$ cat config.mk
export PLATFORM = sky130hd
export DESIGN_NAME = shape_processor_cmd_bridge
export DESIGN_NICKNAME = d
export VERILOG_FILES = /design/src/rtl/shape_processor_bridge_pkg.sv /design/src/rtl/shape_cmd_fifo.sv /design/src/rtl/shape_processor_cmd_bridge.sv
export SDC_FILE = /design/constraint.sdc
export NUM_CORES = 1
export LEC_CHECK = 0
export BUFFER_PORTS_ARGS = -buffer_cell sky130_fd_sc_hd__clkbuf_2
export CORE_ASPECT_RATIO = 1.5
export CORE_MARGIN = 1.5
export CORE_UTILIZATION = 40
export CTS_CLUSTER_DIAMETER = 50
export DETAILED_ROUTE_END_ITERATION = 8
export HOLD_SLACK_MARGIN = 0.06
export PLACE_DENSITY = 0.6
export SLEW_MARGIN = 20
export SYNTH_ARGS = -nofsm -noshare
export SYNTH_HDL_FRONTEND = slang
export SYNTH_SLANG_ARGS = --single-unit
$ cat constraint.sdc
create_clock -name clk -period 6.01 [get_ports clk]
set_input_delay 0.3005 -clock clk [delete_from_list [all_inputs] [get_ports clk]]
set_output_delay 0.3005 -clock clk [all_outputs]
set_load 0.01 [all_outputs]
$ cat src/rtl/shape_processor_bridge_pkg.sv
// Shared types for the shape_processor command bridge: queued command
// record, bridge FSM states and the FIFO pointer-width helper.
package shape_processor_bridge_pkg;

    // One queued CTRL-SFR access; data is only meaningful for writes.
    typedef struct packed {
        logic        is_write;
        logic [31:0] data;
    } cmd_t;

    typedef enum logic [1:0] {
        IDLE  = 2'd0,
        ISSUE = 2'd1,
        RESP  = 2'd2
    } bridge_state_e;

    // Pointer width for a DEPTH-entry FIFO: index bits plus one wrap bit.
    function automatic int ptr_width(input int depth);
        return $clog2(depth) + 1;
    endfunction

endpackage

$ cat src/rtl/shape_cmd_fifo.sv
// Generic synchronous FIFO of cmd_t. Pointers carry an extra wrap bit so
// full and empty fall straight out of a pointer compare. The head entry is
// visible combinationally; the consumer registers it when it pops.
module shape_cmd_fifo
    import shape_processor_bridge_pkg::*;
#(
    parameter int DEPTH = 4
) (
    input  logic clk,
    input  logic rst_n,
    input  logic push,
    input  cmd_t push_cmd,
    input  logic pop,
    output cmd_t head,
    output logic full,
    output logic empty
);

    localparam int PTR_W = ptr_width(DEPTH);
    localparam int IDX_W = PTR_W - 1;

    logic [PTR_W-1:0] wr_ptr_reg;
    logic [PTR_W-1:0] rd_ptr_reg;
    cmd_t             mem [DEPTH];

    logic do_push;
    logic do_pop;

    // Pushes into a full FIFO and pops from an empty one are ignored.
    assign do_push = push && !full;
    assign do_pop  = pop && !empty;

    // Pointer advance; reset discards every queued entry.
    always_ff @(posedge clk or negedge rst_n) begin
        if (!rst_n) begin
            wr_ptr_reg <= '0;
            rd_ptr_reg <= '0;
        end else begin
            if (do_push) begin
                wr_ptr_reg <= wr_ptr_reg + PTR_W'(1);
            end
            if (do_pop) begin
                rd_ptr_reg <= rd_ptr_reg + PTR_W'(1);
            end
        end
    end

    // Storage array; contents need no reset since the pointers gate access.
    always_ff @(posedge clk) begin
        if (do_push) begin
            mem[wr_ptr_reg[IDX_W-1:0]] <= push_cmd;
        end
    end

    assign head  = mem[rd_ptr_reg[IDX_W-1:0]];
    assign empty = (wr_ptr_reg == rd_ptr_reg);
    assign full  = (wr_ptr_reg[IDX_W] != rd_ptr_reg[IDX_W]) &&
                   (wr_ptr_reg[IDX_W-1:0] == rd_ptr_reg[IDX_W-1:0]);

endmodule

$ cat src/rtl/shape_processor_cmd_bridge.sv
// Upstream command bridge for shape_processor. Queues CTRL-SFR read/write
// requests, issues each as a one-cycle strobe, and hands the read data or
// write error back on a valid/ready response channel. Also keeps a
// saturating count of rejected writes.
module shape_processor_cmd_bridge
    import shape_processor_bridge_pkg::*;
#(
    parameter int DEPTH   = 4,
    parameter int COUNT_W = 8
) (
    input  logic               clk,
    input  logic               rst_n,
    input  logic               req_valid,
    output logic               req_ready,
    input  logic               req_write,
    input  logic [31:0]        req_wdata,
    output logic               resp_valid,
    input  logic               resp_ready,
    output logic [31:0]        resp_rdata,
    output logic               resp_error,
    output logic               write,
    output logic [31:0]        write_data,
    output logic               read,
    input  logic [31:0]        read_data,
    input  logic               error,
    output logic [COUNT_W-1:0] error_count,
    output logic               busy
);

    bridge_state_e      state_reg;
    bridge_state_e      state_next;
    logic               pop;
    logic               push;
    logic               full;
    logic               empty;
    cmd_t               req_cmd;
    cmd_t               head;

    logic               write_reg;
    logic               read_reg;
    logic [31:0]        write_data_reg;
    logic               resp_valid_reg;
    logic [31:0]        resp_rdata_reg;
    logic               resp_error_reg;
    logic [COUNT_W-1:0] error_count_reg;

    assign req_ready        = !full;
    assign push             = req_valid && req_ready;
    assign req_cmd.is_write = req_write;
    assign req_cmd.data     = req_wdata;

    shape_cmd_fifo #(
        .DEPTH (DEPTH)
    ) u_fifo (
        .clk      (clk),
        .rst_n    (rst_n),
        .push     (push),
        .push_cmd (req_cmd),
        .pop      (pop),
        .head     (head),
        .full     (full),
        .empty    (empty)
    );

    // FSM state register.
    always_ff @(posedge clk or negedge rst_n) begin
        if (!rst_n) begin
            state_reg <= IDLE;
        end else begin
            state_reg <= state_next;
        end
    end

    // Next state: a response handshake with work queued goes straight back
    // to ISSUE so back-to-back commands cost two cycles each.
    always_comb begin
        state_next = state_reg;
        case (state_reg)
            IDLE:    if (!empty) state_next = ISSUE;
            ISSUE:   state_next = RESP;
            RESP:    if (resp_ready) state_next = empty ? IDLE : ISSUE;
            default: state_next = IDLE;
        endcase
    end

    // FSM outputs: the head is popped whenever the FSM is about to enter ISSUE.
    always_comb begin
        pop = 1'b0;
        case (state_reg)
            IDLE:    pop = !empty;
            RESP:    pop = resp_ready && !empty;
            default: pop = 1'b0;
        endcase
    end

    // Strobe registers: loaded on pop so exactly one strobe is high during
    // ISSUE, cleared on every other edge. write_data only updates on writes.
    always_ff @(posedge clk or negedge rst_n) begin
        if (!rst_n) begin
            write_reg      <= 1'b0;
            read_reg       <= 1'b0;
            write_data_reg <= '0;
        end else begin
            write_reg <= 1'b0;
            read_reg  <= 1'b0;
            if (pop) begin
                write_reg <= head.is_write;
                read_reg  <= !head.is_write;
                if (head.is_write) begin
                    write_data_reg <= head.data;
                end
            end
        end
    end

    // Response capture at the end of ISSUE; held until the consumer takes it.
    always_ff @(posedge clk or negedge rst_n) begin
        if (!rst_n) begin
            resp_valid_reg <= 1'b0;
            resp_rdata_reg <= '0;
            resp_error_reg <= 1'b0;
        end else if (state_reg == ISSUE) begin
            resp_valid_reg <= 1'b1;
            resp_rdata_reg <= read_reg ? read_data : '0;
            resp_error_reg <= write_reg && error;
        end else if ((state_reg == RESP) && resp_ready) begin
            resp_valid_reg <= 1'b0;
        end
    end

    // Saturating count of writes that shape_processor rejected.
    always_ff @(posedge clk or negedge rst_n) begin
        if (!rst_n) begin
            error_count_reg <= '0;
        end else if ((state_reg == ISSUE) && write_reg && error &&
                     (error_count_reg != {COUNT_W{1'b1}})) begin
            error_count_reg <= error_count_reg + COUNT_W'(1);
        end
    end

    assign write       = write_reg;
    assign read        = read_reg;
    assign write_data  = write_data_reg;
    assign resp_valid  = resp_valid_reg;
    assign resp_rdata  = resp_rdata_reg;
    assign resp_error  = resp_error_reg;
    assign error_count = error_count_reg;
    assign busy        = (state_reg != IDLE) || !empty;

endmodule

## Word level (Yosys, flattened, before mapping)

Memories as Yosys holds them, arrays and structs flattened.
Cells that the tools add are included.

- Multiplexer cells: 12
- Eq/ne operators: 8
- $add $sub $neg: 3
- Reduce and logical (&&, ||, !) cells: 19

Operator list:

| operator | count |
|---|---|
| two-way mux 32 bit | 1 |
| logical AND 1 bit | 10 |
| adder 8 x 1 -> 8 bit, second input constant | 1 |
| inequality test 8 bit, second input constant | 1 |
| two-way mux 1 bit | 7 |
| adder 3 x 1 -> 3 bit, second input constant | 2 |
| one-hot mux 2 bit (3 select lines) | 1 |
| two-way mux 2 bit | 2 |
| inequality test 2 bit, second input constant | 2 |
| AND reduction 2 bit | 2 |
| nonzero test 2 bit | 2 |
| == test 3 bit | 1 |
| logical NOT 1 bit | 3 |
| == test 2 x 1 -> 1 bit, second input constant | 1 |
| == test 2 bit | 1 |
| == test 2 bit, second input constant | 1 |
| logical NOT 2 bit | 1 |
| one-hot mux 1 bit (2 select lines) | 1 |
| logical OR 1 bit | 1 |
| inequality test 1 bit | 1 |

- Memories: 1
- Flip-flop bits (word level): 84
- Logic and storage cells: 53
- Output and inout bits: 78
- Bits in writable memories: 132

Memories:

| memory | depth | bits a word | rd ports | clocked after memory_dff | wr ports | line | source |
|---|---|---|---|---|---|---|---|
| u_fifo.mem | 4 | 33 | 1 | 0 | 1 | shape_cmd_fifo.sv:24 | `cmd_t mem [DEPTH];` |

## Longest topological paths before layout

Gate-level depths: netlist of run 1.

- Depth after elaboration: 7
- Mapped depth: 6
- Gate-level depth less buffers: 5

## Hierarchy

Synthesis of run 1 repeated with hierarchy kept, for this count alone.

- Cells, all modules: 486
- Area, all modules: 8328.0 sq um

By module, submodules not included:

| module | area each (sq um) | cells an instance | sequential area each (sq um) | instances |
|---|---|---|---|---|
| shape_cmd_fifo | 5277.6 | 221 | 4113.9 | 1 |
| shape_processor_cmd_bridge | 3050.4 | 265 | 1951.9 | 1 |

## Least setup slack after synthesis of run 1

No wires, ideal clock.

- Kind: reg2reg
- Start: register u_fifo.rd_ptr_reg[0]
- End: memory u_fifo.mem[3][0] in the netlist's numbering, enable pin
- Setup slack: 3.587 ns
- Arrival time: 2.028 ns
- Setup time: 0.395 ns
- Stages on the path, launching flop included: 5
- Clock period less this slack: 2.423 ns
- Cells stage by stage: dfrtp_1 > buf_4 > xnor2_1 > a31oi_1 > and2_1

- Longest elaborated chain between the ends: 7

RTL lines:

| what | line | source |
|---|---|---|
| start, declared | shape_cmd_fifo.sv:23 | `logic [PTR_W-1:0] rd_ptr_reg;` |
| start signal, assigned | shape_cmd_fifo.sv:43 | `rd_ptr_reg <= rd_ptr_reg + PTR_W'(1);` |
| == test 2 bit * | shape_cmd_fifo.sv:58 | `(wr_ptr_reg[IDX_W-1:0] == rd_ptr_reg[IDX_W-1:0]);` |
| logical AND 1 bit * | shape_cmd_fifo.sv:57 | `assign full = (wr_ptr_reg[IDX_W] != rd_ptr_reg[IDX_W]) &&` |
| logical NOT 1 bit * | shape_cmd_fifo.sv:30, shape_processor_cmd_bridge.sv:47 |  |
| logical AND 1 bit | shape_processor_cmd_bridge.sv:48 | `assign push = req_valid && req_ready;` |
| logical AND 1 bit * | shape_cmd_fifo.sv:30 | `assign do_push = push && !full;` |
| two-way mux 1 bit * | shape_cmd_fifo.sv:50 | `if (do_push) begin` |
| two-way mux 1 bit (implied by the code) * | shape_cmd_fifo.sv:51 | `mem[wr_ptr_reg[IDX_W-1:0]] <= push_cmd;` |
| end, declared | shape_cmd_fifo.sv:24 |  |

Every way passes the cells marked *; elsewhere a longest branch is shown, timed or not.

## Worst setup path in the final report of run 1

- Start: register u_fifo.rd_ptr_reg[0]
- End: memory u_fifo.mem[3][23] in the netlist's numbering, enable pin

Same word-level chain as after synthesis.

==> reports/metrics.cfg, run 1 <==
[floorplanning]
dieArea_sq_um=21500
rows=64
io_pins=148
die_h_um=179
coreArea_sq_um=20300
fp.dieW_um=120
start_util_pct=40.6

[layout]
multi_input_area_sq_um=2070
largest_reg_flops=132
syn2layout_area_growth_pct=28.1
regArea_sq_um=6070
drive_gt1_share_pct=37.0
fin_nets=751
antenna_cells=0
final_util_pct=52.0
n_fill_cell=1673

[logic_synthesis]
syn-cell-area_sq_um=8260
synth-edff-count=132
synth-async-reset-ratio_pct=38.9
synthesis.instances=460
syn_nets=536
synth-main-ff-cell=edfxtp_1
syn_area_per_cell_sq_um=18.0
ys_warn_count=0
ys_seq_area_share_pct=73.4
synth_seq_cells=216
ys_types=29

[global_route]
grt_pass1_wl_um=24700
grt_overflow=0
antenna_found_initial=0
grt_use_total_pct=14.7
grt_start_max_net_pins=72
grt_pass1_vias=4746

[critical_path]
regToRegEndpoint=u_fifo.mem[3][23]$_DFFE_PP_
ff2ff_path_depth=4
reg2reg_from=u_fifo.rd_ptr_reg[0]$_DFFE_PN0P_
arrival_ns=3.11
cp.required_ns=6.12
rrSetupSlack_ns=3.01
criticalPathCategory=reg2reg
critPathLaunchType=flop
crit_fanout=36
end_kind=flop

[detailed_routing]
drt_iter0_markers=229
drt-wirelength-per-cell_um=16.4
drt_wl_total_um=15700
dr.pass1.iters=4
via_per_inst=4.72
antenna_left=0
drc=0
vias=4511

[power_and_ir_drop]
p_comb_share_pct=31.7
p_sw_w=0.00164
ir_worst_vdd_uv=261
switching_share_pct=30.6
p_per_area_nw_per_um2=508
power.share.clock_pct=24.4
leakagePower_nw=4.33
power_frac_seq_pct=43.9
p_int_w=0.00373

[worst_hold_path]
hp-class=in2reg
min_from=read_data[11]
whs_path_depth=3
min_to=resp_rdata[11]$_DFFE_PN0N_

[timing]
relSlewSlack_pct=32.6
grt_setup_unrepaired=no
fin_skew_ns=0.0120
period_needed_ns=3.00
worst_slew_pin_slew_ns=1.01
finalHoldViolations=0
finalSetupTns_ns=0
setup_viol=0
fin_crit_sh_pct=49.9
slew_viol_final=0
whs_ns=0.0757
max_freq_mhz=333

[placed_design]
dp_hpwl_um=9720
place_congestion=0.755
io_buffers=147

[clock_network]
cts-root-buf=clkbuf_16
cts_tree=done
post_cts_resized=0
clk_pin_slew_ns=0.06
clock-sinks=216
cts_max_path_buffers=3
htree_levels=1
insertion_delay_ns=0.50
cts_buffers=22

[job]
cap_violations=0

[outcome]
status=complete, no violations

[synthesized netlist by cell type (all sizes together) (2+ instances only)]
cell    number  area [sq um]
dfrtp       84          2100
mux4        33           747
nor2b        2          12.5
clkbuf      13          48.8
ha           6          75.1
and3         3          18.8
inv          5          18.8
edfxtp     132          3960
xnor2       11           104
a31oi        2          12.5
nand2       73           282
o21ai       35           175
buf          8          63.8
and2         4          25.0
xor2         4          35.0
mux2        34           492
nor2         2          7.51
nand4        4          25.0
[stage by stage]
stage               total power, W  setup WS (ns)  std cells  cell area [sq um]
finish                     0.00538           3.01        955              10600
global route               0.00571           2.69        955              10600
CTS                        0.00547           2.91        955              10600
detailed placement         0.00411           2.93        852               9240
global placement           0.00405           3.02        852               9240
floorplan                  0.00356           3.59        460               8260
[metal layers]
metal / vias to the layer above / wire, um / global-route usage, %
met5: - / 0 / 0
met4: 0 / 337 / 4.66
met1: 2202 / 6510 / 17.8
met3: 25 / 800 / 2.35
met2: 139 / 8030 / 26.9
li1: 2145 / - / -
[worst max-delay path, stage by stage (launching register included)]
cell and delay, ns:
dfrtp_2 0.34, buf_4 0.56, xnor2_1 0.31, a31oi_1 0.51, and2_2 0.87
[timing repair]
action	4_1_cts	5_1_grt
hold buffers	63	0
hold endpoints to repair	174	0
buffers inserted	0	0
[area by class of cell]
| class | instances | share of cell area, % |
|---|---|---|
| tap | 264 | 3.12 |
| clock buffer | 24 | 5.48 |
| clock inverter | 16 | 1.22 |
| timing repair buffer | 212 | 13.1 |
| sequential | 216 | 57.4 |
| multi-input combinational | 218 | 19.6 |
| inverter | 5 | 0.177 |
[power groups by stage]
stage	logic (W)	clock network, W	registers, W
floorplan	0.00117	0	0.00239
global placement	0.00168	0	0.00237
detailed placement	0.00172	0	0.00239
CTS	0.00175	0.00135	0.00237
global route	0.00188	0.00140	0.00243
finish	0.00171	0.00131	0.00236
[logic make-up after synthesis]
kind of cell / synth area share [%]
buffers and inverters: 1.59
adders and majority gates: 0.909
and+or+nand+nor: 4.73
DFF: 73.4
xor gates and xnor gates: 1.68
AOI/OAI and AO/OA: 2.65
muxes: 15.0
[worst max path at each step]
stage / startpoint / endpoint / slack, ns / cells after the start
after floorplan: u_fifo.rd_ptr_reg[0]$_DFFE_PN0P_ / u_fifo.mem[3][0]$_DFFE_PP_ / 3.59 / 4
after global placement: u_fifo.rd_ptr_reg[0]$_DFFE_PN0P_ / u_fifo.mem[3][7]$_DFFE_PP_ / 3.02 / 4
after detailed placement: u_fifo.rd_ptr_reg[0]$_DFFE_PN0P_ / u_fifo.mem[3][6]$_DFFE_PP_ / 2.93 / 4
after CTS: u_fifo.rd_ptr_reg[0]$_DFFE_PN0P_ / u_fifo.mem[3][26]$_DFFE_PP_ / 2.91 / 4
after global routing: u_fifo.rd_ptr_reg[0]$_DFFE_PN0P_ / u_fifo.mem[3][26]$_DFFE_PP_ / 2.69 / 4
final: u_fifo.rd_ptr_reg[0]$_DFFE_PN0P_ / u_fifo.mem[3][23]$_DFFE_PP_ / 3.01 / 4
[cells in the final DEF (no fill, tap or decap)]
cell type,synthesis,layout
a311oi_4,1,1
nand3_1,1,1
dfrtp_2,0,2
mux4_2,32,32
a21oi_1,1,1
nand2_4,1,1
mux2_2,5,5
nand2b_2,0,1
clkinvlp_2,0,1
xnor2_1,10,10
xnor2_2,1,1
nor2b_1,2,2
clkinvlp_4,0,2
clkbuf_1,13,1
dfrtp_1,84,82
mux4_1,1,1
edfxtp_1,132,132
nand4b_1,1,1
clkbuf_2,0,146
clkinv_4,0,1
mux2_4,29,29
clkinv_2,0,2
a31oi_1,2,2
clkinv_1,0,8
and3_1,3,3
o21ai_0,35,35
nand4_1,4,4
dlygate4sd3_1,0,63
inv_1,5,5
buf_4,2,3
ha_1,6,6
clkbuf_16,0,23
xor2_1,4,4
nor2_1,2,2
bufinv_16,0,2
and2_2,0,4
nand2_1,72,72
Note: power is estimated with default switching activity, not from simulation.
==> run 2, diff against run 1 <==
clock period = 2.89 ns   (was 6.01 ns; I/O delays follow)
==> run 2 against run 1 <==
Against the previous run:
- power up 110%
- final cell count up 1.2%
- maximum frequency up 31%
- largest cell class unchanged
- clock power up 110%
==> reports/metrics.cfg, run 2 (synthesis gave the netlist of run 1 again) <==
[power_and_ir_drop]
switching_share_pct=30.8  ; was 30.6%
p_per_area_nw_per_um2=1060  ; was 508 nW/um^2
p_sw_w=0.00349  ; was 0.00164 W
leakagePower_nw=4.40  ; was 4.33 nW
power.share.clock_pct=23.9  ; was 24.4%
power_frac_seq_pct=42.5  ; was 43.9%
p_comb_share_pct=33.6  ; was 31.7%
ir_worst_vdd_uv=566  ; was 261 uV
p_int_w=0.00785  ; was 0.00373 W

[floorplanning]
die_h_um=179  ; unchanged
coreArea_sq_um=20300  ; unchanged
fp.dieW_um=120  ; unchanged
start_util_pct=40.6  ; unchanged
io_pins=148  ; unchanged
dieArea_sq_um=21500  ; unchanged
rows=64  ; unchanged

[timing]
fin_skew_ns=0.00845  ; was 0.0120 ns
slew_viol_final=0  ; unchanged
finalSetupTns_ns=0  ; unchanged
max_freq_mhz=436  ; was 333 MHz
setup_viol=0  ; unchanged
grt_setup_unrepaired=no  ; unchanged
worst_slew_pin_slew_ns=0.990  ; was 1.01 ns
finalHoldViolations=0  ; unchanged
period_needed_ns=2.29  ; was 3.00 ns
fin_crit_sh_pct=79.3  ; was 49.9%
relSlewSlack_pct=34.0  ; was 32.6%

[placed_design]
io_buffers=147  ; unchanged
dp_hpwl_um=10300  ; was 9720 um
place_congestion=0.745  ; was 0.755
dpl_cell_area_sq_um=9350  ; was 9240 sq um

[global_route]
grt_start_max_net_pins=68  ; was 72
grt_overflow=0  ; unchanged
grt_pass1_wl_um=25300  ; was 24700 um
grt_pass1_vias=4819  ; was 4746
antenna_found_initial=0  ; unchanged
grt_use_total_pct=15.3  ; was 14.7%

[clock_network]
cts_buffers=21  ; was 22
htree_levels=1  ; unchanged
cts_hold_buf=68  ; was 63
post_cts_resized=0  ; unchanged
cts_setup_buffers=0  ; unchanged
cts-root-buf=clkbuf_16  ; unchanged
cts_max_path_buffers=3  ; unchanged
clk_pin_slew_ns=0.06  ; about the same
clock-sinks=216  ; unchanged
insertion_delay_ns=0.50  ; about the same
cts_tree=done  ; unchanged

[layout]
largest_reg_flops=132  ; unchanged
fin_area_sq_um=10700  ; was 10600 sq um
fin_nets=763  ; was 751
final_util_pct=52.7  ; was 52.0%
drive_gt1_share_pct=37.7  ; was 37.0%
mostFrequentLayoutCells=clkbuf_2, edfxtp_1, dfrtp_1  ; unchanged
syn2layout_area_growth_pct=29.8  ; was 28.1%
antenna_cells=0  ; unchanged
final_common_cell=clkbuf_2  ; unchanged

[critical_path]
ff2ff_path_depth=4  ; unchanged
regToRegEndpoint=u_fifo.mem[1][3]$_DFFE_PP_  ; was u_fifo.mem[3][23]$_DFFE_PP_
reg2reg_from=u_fifo.rd_ptr_reg[0]$_DFFE_PN0P_  ; unchanged
cp_slowest_cell=and2_2  ; unchanged
path_buf_inv=1  ; unchanged
arrival_ns=2.50  ; was 3.11 ns
crit_family=simple AND/OR/NAND/NOR gates  ; unchanged
criticalPathCategory=reg2reg  ; unchanged
critPathLaunchType=flop  ; unchanged
crit_fanout=17  ; was 36
path_cells=xnor2_1 > a31oi_1 > and2_2 > buf_12  ; was buf_4 > xnor2_1 > a31oi_1 > and2_2
end_kind=flop  ; unchanged
cp.required_ns=3.09  ; was 6.12 ns
cpPeakStageDelay_ns=0.59  ; was 0.87 ns
rrSetupSlack_ns=0.60  ; was 3.01 ns

[worst_hold_path]
min_to=u_fifo.wr_ptr_reg[1]$_DFFE_PN0P_  ; was resp_rdata[11]$_DFFE_PN0N_
hp-class=in2reg  ; unchanged
whs_path_depth=4  ; was 3
min_from=req_valid  ; was read_data[11]

[outcome]
status=complete, no violations  ; unchanged

[detailed_routing]
drt_iter0_markers=220  ; was 229
vias=4664  ; was 4511
drt_wl_total_um=16400  ; was 15700 um
drc=0  ; unchanged
dr.pass1.iters=4  ; unchanged
antenna_left=0  ; unchanged
drt-wirelength-per-cell_um=17.0  ; was 16.4 um
via_per_inst=4.83  ; was 4.72

[job]
cap_violations=0  ; unchanged

## run 2: cell count changes in the layout (fill, tap and decap cells not counted), sizes merged
cell         change
bufinv           +1
buf              +8
clkinv           -5
clkinvlp         -2
inv              +2
dlygate4sd3      +5
clkbuf           +2
## run 2: area by class of cell
class                      count  area [sq um]
clock buffer                  26           544
clock inverter                12           144
fill                        1651          9620
inverter                       5          18.8
multi-input combinational    218          2070
sequential                   216          6070
tap                          264           330
timing repair buffer         225          1540
## run 2: layer usage
layer  wire, um  GRT usage [%]  up-vias
met3        881           2.58       29
met4        402           5.54        0
met1       6670           17.9     2309
li1           -              -     2165
met2       8430           28.1      161
met5          0              0        -
## run 2: worst max path at each step
stage | from | end | slack [ns] | cells past startpoint
2_1_floorplan | u_fifo.rd_ptr_reg[0]$_DFFE_PN0P_ | u_fifo.mem[3][0]$_DFFE_PP_ | 0.47 | 4
3_3_place_gp | u_fifo.rd_ptr_reg[0]$_DFFE_PN0P_ | u_fifo.mem[0][3]$_DFFE_PP_ | 0.70 | 4
3_5_place_dp | u_fifo.wr_ptr_reg[0]$_DFFE_PN0P_ | u_fifo.mem[0][3]$_DFFE_PP_ | 0.60 | 4
4_1_cts | u_fifo.rd_ptr_reg[0]$_DFFE_PN0P_ | u_fifo.mem[1][3]$_DFFE_PP_ | 0.56 | 4
5_1_grt | u_fifo.rd_ptr_reg[0]$_DFFE_PN0P_ | u_fifo.mem[1][3]$_DFFE_PP_ | 0.43 | 4
6_report | u_fifo.rd_ptr_reg[0]$_DFFE_PN0P_ | u_fifo.mem[1][3]$_DFFE_PP_ | 0.60 | 4
## run 2: stage by stage
stage                     setup WS [ns]  cells  total power [W]  hold slack, ns
after floorplan                   0.467    460          0.00740          -0.151
after global placement            0.696    860          0.00856           0.337
after detailed placement          0.602    860          0.00868           0.347
after CTS                         0.556    966           0.0115          0.0726
after global routing              0.433    966           0.0120           0.110
final                             0.597    966           0.0113          0.0715
## run 2: power groups by stage
stage | clock (W) | sequential, W | combinational, W
floorplan | 0 | 0.00498 | 0.00243
global placement | 0 | 0.00483 | 0.00374
detailed placement | 0 | 0.00487 | 0.00380
CTS | 0.00279 | 0.00482 | 0.00390
global route | 0.00292 | 0.00492 | 0.00415
finish | 0.00271 | 0.00482 | 0.00381
## run 2: tightest hold or removal path, delay by kind of cell
family,cells,cell delay (ns)
compound gates,2,0.25
buf+inv,2,0.13
==> run 3, diff against run 2 <==
PLACE_DENSITY = 0.63   (was 0.6)
clock period = 2.03 ns   (was 2.89 ns; I/O delays follow)
==> run 3 against run 2 <==
Against the previous run:
- clock power is 37% higher
- power is 44% higher
- wire length is 0.88% higher
- clock-buffer cell count is 1 higher
- combinational power is 52% higher
- global-route usage is 0.21 points higher
- utilization is 0.79 points higher
- sequential cell count stayed put
- sequential power is 42% higher
- final cell count is 1.3% higher
- critical path type unchanged
- critical endpoint is now write_data[31]$_DFFE_PN0P_
- highest routed layer unchanged
==> reports/metrics.cfg, run 3 (synthesis gave the netlist of run 1 again) <==
[timing]
fin_skew_ns=0.0156  ; was 0.00845 ns
relSlewSlack_pct=66.5  ; was 34.0%
max_freq_mhz=547  ; was 436 MHz
period_needed_ns=1.83  ; was 2.29 ns
grt_setup_unrepaired=no  ; unchanged
slew_viol_final=0  ; unchanged
worst_slew_pin_slew_ns=0.503  ; was 0.990 ns
setup_viol=0  ; unchanged
finalHoldViolations=0  ; unchanged
fin_crit_sh_pct=90.1  ; was 79.3%

[critical_path]
criticalPathCategory=reg2reg  ; unchanged
arrival_ns=2.20  ; was 2.50 ns
ff2ff_path_depth=3  ; was 4
crit_fanout=24  ; was 17
end_kind=flop  ; unchanged
critPathLaunchType=flop  ; unchanged
cp.required_ns=2.40  ; was 3.09 ns

[layout]
syn2layout_area_growth_pct=31.7  ; was 29.8%
drive_gt1_share_pct=38.7  ; was 37.7%
mostFrequentLayoutCells=clkbuf_2, edfxtp_1, dfrtp_1  ; unchanged
largest_reg_flops=132  ; unchanged
antenna_cells=0  ; unchanged
finalNonFillerCells=979  ; was 966
fin_area_sq_um=10900  ; was 10700 sq um
final_common_cell=clkbuf_2  ; unchanged
fin_nets=777  ; was 763
final_util_pct=53.5  ; was 52.7%

[detailed_routing]
dr.pass1.iters=4  ; unchanged
via_per_inst=4.78  ; was 4.83
drt_wl_total_um=16500  ; was 16400 um
vias=4676  ; was 4664
antenna_left=0  ; unchanged
drt_iter0_markers=214  ; was 220
drt-wirelength-per-cell_um=16.9  ; was 17.0 um
drc=0  ; unchanged

[power_and_ir_drop]
ir_worst_vdd_uv=927  ; was 566 uV
power_w=0.0163  ; was 0.0113 W
p_per_area_nw_per_um2=1500  ; was 1060 nW/um^2
leakagePower_nw=4.47  ; was 4.40 nW

[clock_network]
post_cts_resized=0  ; unchanged
insertion_delay_ns=0.49  ; was 0.50 ns
cts_setup_buffers=0  ; unchanged
cts_buffers=21  ; unchanged
cts_tree=done  ; unchanged
cts-root-buf=clkbuf_16  ; unchanged
clock-sinks=216  ; unchanged
clk_pin_slew_ns=0.06  ; about the same
cts_max_path_buffers=3  ; unchanged
htree_levels=1  ; unchanged

[placed_design]
dp_hpwl_um=10900  ; was 10300 um
dp.cells=874  ; was 860
io_buffers=147  ; unchanged
dpl_cell_area_sq_um=9540  ; was 9350 sq um
place_congestion=0.748  ; was 0.745

[global_route]
grt_use_total_pct=15.5  ; was 15.3%
grt_pass1_vias=4936  ; was 4819
grt_pass1_wl_um=25800  ; was 25300 um
antenna_found_initial=0  ; unchanged
grt_start_max_net_pins=66  ; was 68
grt_overflow=0  ; unchanged

[outcome]
status=complete, no violations  ; unchanged

[floorplanning]
start_util_pct=40.6  ; unchanged
fp.dieW_um=120  ; unchanged
coreArea_sq_um=20300  ; unchanged
rows=64  ; unchanged
io_pins=148  ; unchanged
die_h_um=179  ; unchanged
dieArea_sq_um=21500  ; unchanged

[worst_hold_path]
hp-class=in2async  ; was in2reg

[job]
cap_violations=0  ; unchanged

-- run 3: cell types whose count changed in the layout (fill, tap and decap cells not counted), sizes merged --
cell,previous run,this run
buf,11,25
bufinv,3,2
clkinvlp,1,3
inv,7,6
clkinv,6,4
clkbuf,172,173
-- run 3: power breakdown --
part | switching, W | leakage, nW | internal (W) | total [W]
combinational | 0.00280 | 1.89 | 0.00299 | 0.00578
sequential | 0.000689 | 2.27 | 0.00615 | 0.00684
clock | 0.00154 | 0.312 | 0.00217 | 0.00371
total | 0.00502 | 4.47 | 0.0113 | 0.0163
-- run 3: worst paths after layout --
kind | from | end | slack (ns)
max | u_fifo.rd_ptr_reg[0]$_DFFE_PN0P_ | write_data[31]$_DFFE_PN0P_ | 0.20
min | rst_n | write_data[25]$_DFFE_PN0P_ | 0.11
max reg2reg | u_fifo.rd_ptr_reg[0]$_DFFE_PN0P_ | write_data[31]$_DFFE_PN0P_ | 0.20
min reg2reg | resp_rdata[18]$_DFFE_PN0N_ | resp_rdata[18]$_DFFE_PN0N_ | 0.48
max in group asynchronous | rst_n | write_data[0]$_DFFE_PN0P_ | 1.28
min in group clk | req_valid | u_fifo.wr_ptr_reg[0]$_DFFE_PN0P_ | 0.20
-- run 3: cell type report --
class / count / area [sq um]
Fill cell: 1680 / 9460
Clock inverter: 10 / 109
Timing Repair Buffer: 239 / 1740
Tap cell: 264 / 330
Inverter: 5 / 18.8
Sequential cell: 216 / 6070
Clock buffer: 27 / 548
Multi-Input combinational cell: 218 / 2070
-- run 3: metrics by stage --
stage	setup TNS (ns)	setup slack [ns]	hold WS, ns
2_1_floorplan	-4.29	-0.0446	-0.194
3_3_place_gp	0	0.166	0.102
3_5_place_dp	0	0.150	0.109
4_1_cts	0	0.143	0.139
5_1_grt	0	0.0725	0.172
6_report	0	0.200	0.112
-- run 3: worst max-delay path, stage by stage, from the launching register on --
cell and delay (ns):
dfrtp_2 0.41, buf_4 0.45, mux4_1 0.60, mux2_2 0.26
-- run 3: routing by layer --
layer,up-vias,share of wire (%),track usage [%]
met2,125,56,30.3
met4,0,1.6,4.22
met5,-,0,0
met3,20,4.3,2.48
met1,2340,38,17.2
li1,2191,-,-
-- run 3: timing repair --
action / in CTS / in global routing
hold endpoints to repair: 251 / 0
hold buffers: 68 / 0
endpoints found under the setup margin: 0 / 0
